--- config.mk ---
export PLATFORM = sky130hd
export DESIGN_NAME = stp_frame_ctrl
export DESIGN_NICKNAME = d
export VERILOG_FILES = /design/src/rtl/stp_pkg.sv /design/src/rtl/stp_frame_ctrl_bit_counter.sv /design/src/rtl/stp_frame_ctrl.sv
export SDC_FILE = /design/constraint.sdc
export NUM_CORES = 1
export LEC_CHECK = 0
export CAP_MARGIN = 40
export CORE_MARGIN = 2
export CORE_UTILIZATION = 50
export CTS_CLUSTER_DIAMETER = 40
export DETAILED_ROUTE_END_ITERATION = 8
export GPL_ROUTABILITY_DRIVEN = 0
export HOLD_SLACK_MARGIN = 0.02
export PLACE_DENSITY = 0.8
export SLEW_MARGIN = 20
export SYNTH_ARGS = -nofsm -noshare
export SYNTH_HDL_FRONTEND = slang
export SYNTH_SLANG_ARGS = --single-unit
--- constraint.sdc ---
create_clock -name clk -period 3.75 [get_ports clk]
set_clock_uncertainty 0.1 [all_clocks]
set_input_delay 0.5625 -clock clk [delete_from_list [all_inputs] [get_ports clk]]
set_output_delay 0.5625 -clock clk [all_outputs]
set_load 0.05 [all_outputs]
--- src/rtl/stp_pkg.sv ---
// stp_pkg: shared tensor-core serial-to-parallel types and default word width
package stp_pkg;
    typedef enum logic {IDLE, SHIFT} stp_state_t;
    localparam int STP_WORD_W = 8;
endpackage

--- src/rtl/stp_frame_ctrl_bit_counter.sv ---
// stp_bit_counter: modulo-WORD_W bit counter; clk, rst_n, en, clr in; count, last (count=WORD_W-1) out
module stp_bit_counter
    import stp_pkg::*;
#(
    parameter int WORD_W = STP_WORD_W,
    parameter int CNT_W  = $clog2(WORD_W)
) (
    input  logic             clk,
    input  logic             rst_n,
    input  logic             en,
    input  logic             clr,
    output logic [CNT_W-1:0] count,
    output logic             last
);
    assign last = count == CNT_W'(WORD_W - 1);
    always_ff @(posedge clk or negedge rst_n) begin
        if (!rst_n) count <= '0;
        else if (clr) count <= '0;
        else if (en) count <= last ? '0 : count + CNT_W'(1);
    end
endmodule

--- src/rtl/stp_frame_ctrl.sv ---
// stp_frame_ctrl: frames strobed serial bits MSB-first into words; ports: clk, rst_n, start/cont/stop control, in_valid/serial_in stream, word_out/word_valid/word_ready handshake, busy, bit_cnt, overrun/clear_err
module stp_frame_ctrl
    import stp_pkg::*;
#(
    parameter int WORD_W = STP_WORD_W,
    parameter int CNT_W  = $clog2(WORD_W)
) (
    input  logic              clk,
    input  logic              rst_n,
    input  logic              start,
    input  logic              cont,
    input  logic              stop,
    input  logic              in_valid,
    input  logic              serial_in,
    output logic [WORD_W-1:0] word_out,
    output logic              word_valid,
    input  logic              word_ready,
    output logic              busy,
    output logic [CNT_W-1:0]  bit_cnt,
    output logic              overrun,
    input  logic              clear_err
);
    stp_state_t state, state_d;
    logic cont_q;
    logic [WORD_W-2:0] shreg;
    logic last, strobe, done, load;
    logic [WORD_W-1:0] word_new;
    // stop wins over a coinciding bit, so the final bit of an aborted word never completes it
    assign strobe   = state == SHIFT && in_valid && !stop;
    assign done     = strobe && last;
    assign word_new = {shreg, serial_in};
    assign load     = done && (!word_valid || word_ready);
    assign busy     = state == SHIFT;
    stp_bit_counter #(.WORD_W(WORD_W), .CNT_W(CNT_W)) u_cnt (
        .clk   (clk),
        .rst_n (rst_n),
        .en    (strobe),
        .clr   (state != SHIFT || stop),
        .count (bit_cnt),
        .last  (last)
    );
    always_comb begin
        state_d = state;
        if (state == IDLE) state_d = start ? SHIFT : IDLE;
        else if (stop || (done && !cont_q)) state_d = IDLE;
    end
    always_ff @(posedge clk or negedge rst_n) begin
        if (!rst_n) begin
            state      <= IDLE;
            cont_q     <= 1'b0;
            shreg      <= '0;
            word_out   <= '0;
            word_valid <= 1'b0;
            overrun    <= 1'b0;
        end else begin
            state <= state_d;
            if (state == IDLE && start) cont_q <= cont;
            if (state != SHIFT || stop) shreg <= '0;
            else if (strobe) shreg <= done ? '0 : word_new[WORD_W-2:0];
            if (load) word_out <= word_new;
            word_valid <= load ? 1'b1 : (word_valid && !word_ready);
            // a drop sets overrun even when clear_err is asserted in the same cycle
            overrun <= (done && !load) ? 1'b1 : (clear_err ? 1'b0 : overrun);
        end
    end
endmodule

==> results_dict.tcl <==
set metrics [dict create \
    period_share_pct 60.1 \
    finalWirelength_um 1700 \
    r2r-end "word_out[1]" \
    criticalPathCategory "flip-flop to output port" \
    drc 0 \
    hp-class "flip-flop to flip-flop" \
    viasPerCell 5.09 \
    drt_iter0_markers 9 \
    synthMuxAreaShare_pct 16.4 \
    post_cts_buffers 0 \
    cts_buffers 3 \
    place_inst 104 \
    leakage_nw 0.593 \
    htree_levels 1 \
    die_y_um 47.2 \
    min-delay-start "word_out[4]" \
    design.die.area_sq_um 2230 \
    place_ws_ns 1.54 \
    required_ns 3.09 \
    cts_resized 0 \
    yosys.area_share.xor_xnor_pct 0 \
    drv_cap 0 \
    rows 15 \
    final_cells 108 \
    grt_pass1_wl_um 2640 \
    rsz0062_at_grt "no" \
    dr_total_vias 550 \
    grt_antenna_before_repair 0 \
    yosys_warnings 0 \
    setup_ws_ns 1.49 \
    cp.arrival_ns 1.59 \
    cpLargestDelayFamily "buffers and inverters" \
    clk_pin_slew_ns 0.12 \
    status "finished, final reports clean" \
    netlist_area_sq_um 932 \
    diodes 0 \
    ys_top_cells_by_area "dfrtp_1 59%, mux2_4 13%, a22o_1 7.5%" \
    hold_viol 0 \
    synthAdderAreaFrac_pct 2.68 \
    synth_cell_types 19 \
    cts.sinks 22 \
    path_cells "clkdlybuf4s50_1" \
    hpwl_um 1290 \
    grt_max_degree 16 \
    grt_usage_pct 18.0 \
    core_sq_um 1750 \
    critical_path.endpoint_type "output port" \
    reg2reg_slack_ns 1.91 \
    min_to "word_out[4]" \
    syn_nets 68 \
    start_util_pct 53.4 \
    comb_power_share_pct 9.9 \
    worst_pin_slew_ns 0.512 \
    syn_avg_cell_area_sq_um 16.4 \
    drtPass1Iterations 4 \
    intPower_mw 0.372 \
    slowest_delay_ns 0.84 \
    hold_depth 1 \
    rr_worst_depth 5 \
    clockBufferDepth 2 \
    min_period_ns 2.26 \
    io_buffer_count 22 \
    ir_drop_mv 0.268 \
    worstPathMaxFanout 4 \
    fin_tns_setup_ns 0 \
    pwr-share-clk_pct 37.3 \
    synth_top_area_cell "dfrtp_1" \
    crit_buf_inv 1 \
    ios 23 \
    max_freq_ghz 0.443 \
    sw_frac_of_total_pct 20.9 \
    drtAntennaViolNets 0 \
    power_mw 0.470 \
    ys_ff_latch 22 \
    synthDominantCellAreaShare_pct 59.1 \
    worstReg2RegStart "u_cnt.count[0]" \
    die_x_um 47.2 \
    max_slew_margin_pct 65.7 \
    powerDensity_nw_per_um2 382 \
    seq_area_frac_synth_pct 59.1 \
    setup_viol 0 \
    nets 95 \
    grt_pass1_vias 564 \
    crit_slowest_cell "clkdlybuf4s50_1" \
    switchingPower_mw 0.0981 \
    yosys.area_share.simple_pct 10.3 \
    cts_hold_buf 0 \
    cts_root_buf "clkbuf_4" \
    post_drt_wl_per_cell_um 15.8 \
    cts_tree "done" \
    synthCells 57 \
    cp-start-kind "flip-flop" \
    clk_latency_ns 0.30 \
    area_delta_synth_final_pct 32.1 \
    synth_compound_area_share_pct 8.99 \
    final_max_slew_viol_count 0 \
    gr-total-overflow 0 \
    synth_top_family_by_area "multiplexers" \
    seqPwrFrac_pct 52.8 \
    drive_gt1_share_pct 24.1 \
    nFillCells 129 \
]
==> cell usage in the layout (no fill, tap or decap), types with 2 or more instances in the layout <==
master / Yosys / layout
clkdlybuf4s50_1: 0 / 22
ha_1: 2 / 2
nor2_1: 2 / 2
a22o_1: 8 / 8
clkbuf_4: 0 / 3
mux2_2: 2 / 2
mux2_4: 8 / 8
dfrtp_1: 22 / 22
==> logic make-up (layout without fill, tap and decap cells) <==
kind of cell               count (synthesis)  count (layout)
DFF                                       22              22
and+or+nand+nor                           10              10
buffers and inverters                      2              28
AOI/OAI and AO/OA                         10              10
muxes                                     11              11
adders and majority gates                  2               2
==> power groups by stage <==
stage	logic (mW)	clock network, mW	registers [mW]
after floorplan	0.0138	0	0.261
after global placement	0.0438	0	0.253
after detailed placement	0.0469	0	0.253
after CTS	0.0473	0.181	0.248
after global routing	0.0501	0.190	0.250
final	0.0467	0.175	0.248
==> cell type report <==
| type | count | area (sq um) | area share (%) |
|---|---|---|---|
| clock buffers | 3 | 22.5 | 1.83 |
| multi-input cells | 33 | 358 | 29.1 |
| flip-flops and latches | 22 | 551 | 44.7 |
| inverters | 1 | 3.75 | 0.305 |
| repair buffers | 23 | 235 | 19.1 |
| well taps | 25 | 31.3 | 2.54 |
| clock inverters | 1 | 30.0 | 2.44 |
==> worst max path at each step <==
| stage | start | endpoint | slack (ns) | cells after the start |
|---|---|---|---|---|
| after global routing | busy | busy | 1.41 | 1 |
| after floorplan | u_cnt.count[0] | word_out[0] | 1.71 | 6 |
| after detailed placement | in_valid | word_out[1] | 1.54 | 4 |
| after global placement | in_valid | word_out[1] | 1.56 | 4 |
| after CTS | busy | busy | 1.47 | 1 |
| final | busy | busy | 1.49 | 1 |
==> worst register-to-register path, cell delays in order (launching register included) <==
cell and delay [ns]:
dfrtp_1 0.40, ha_1 0.16, ha_1 0.25, nand4b_4 0.16, nor2b_4 0.33, mux2_4 0.34
==> metrics by stage <==
| step | area [sq um] | util [%] | hold WS [ns] |
|---|---|---|---|
| after CTS | 1230 | 70.5 | 0.435 |
| after floorplan | 932 | - | 0.167 |
| after detailed placement | 1180 | 67.5 | 0.407 |
| final | 1230 | 70.5 | 0.435 |
| after global placement | 1160 | 66.7 | 0.391 |
| after global routing | 1230 | 70.5 | 0.447 |
==> sequential cells by signal, indices dropped and copies added (netlist names) <==
| signal | cells |
|---|---|
| busy | 1 |
| shreg | 7 |
| overrun | 1 |
| u_cnt.count | 3 |
| word_valid | 1 |
| word_out | 8 |
| cont_q | 1 |
==> per-layer routing <==
metal	up-vias	global-route usage, %	part of all wire (%)
met5	-	0	0
met4	0	6.67	0.82
met3	2	4.23	3.5
met2	13	30.7	54
met1	272	22.2	42
li1	263	-	-
==> Yosys cell counts <==
| library cell | number |
|---|---|
| ha_1 | 2 |
| mux2i_1 | 1 |
| nand2b_1 | 1 |
| buf_12 | 1 |
| a22o_1 | 8 |
| mux2_4 | 8 |
| o21bai_1 | 1 |
| nand2b_2 | 1 |
| nor3b_4 | 1 |
| dfrtp_1 | 22 |
| nand2_1 | 1 |
| nand4b_4 | 1 |
| and2b_1 | 1 |
| nor2b_4 | 1 |
| nor2_1 | 2 |
| o22ai_1 | 1 |
| nor2_2 | 1 |
| inv_1 | 1 |
| mux2_2 | 2 |
No activity file was read; power rests on OpenSTA's default activity.
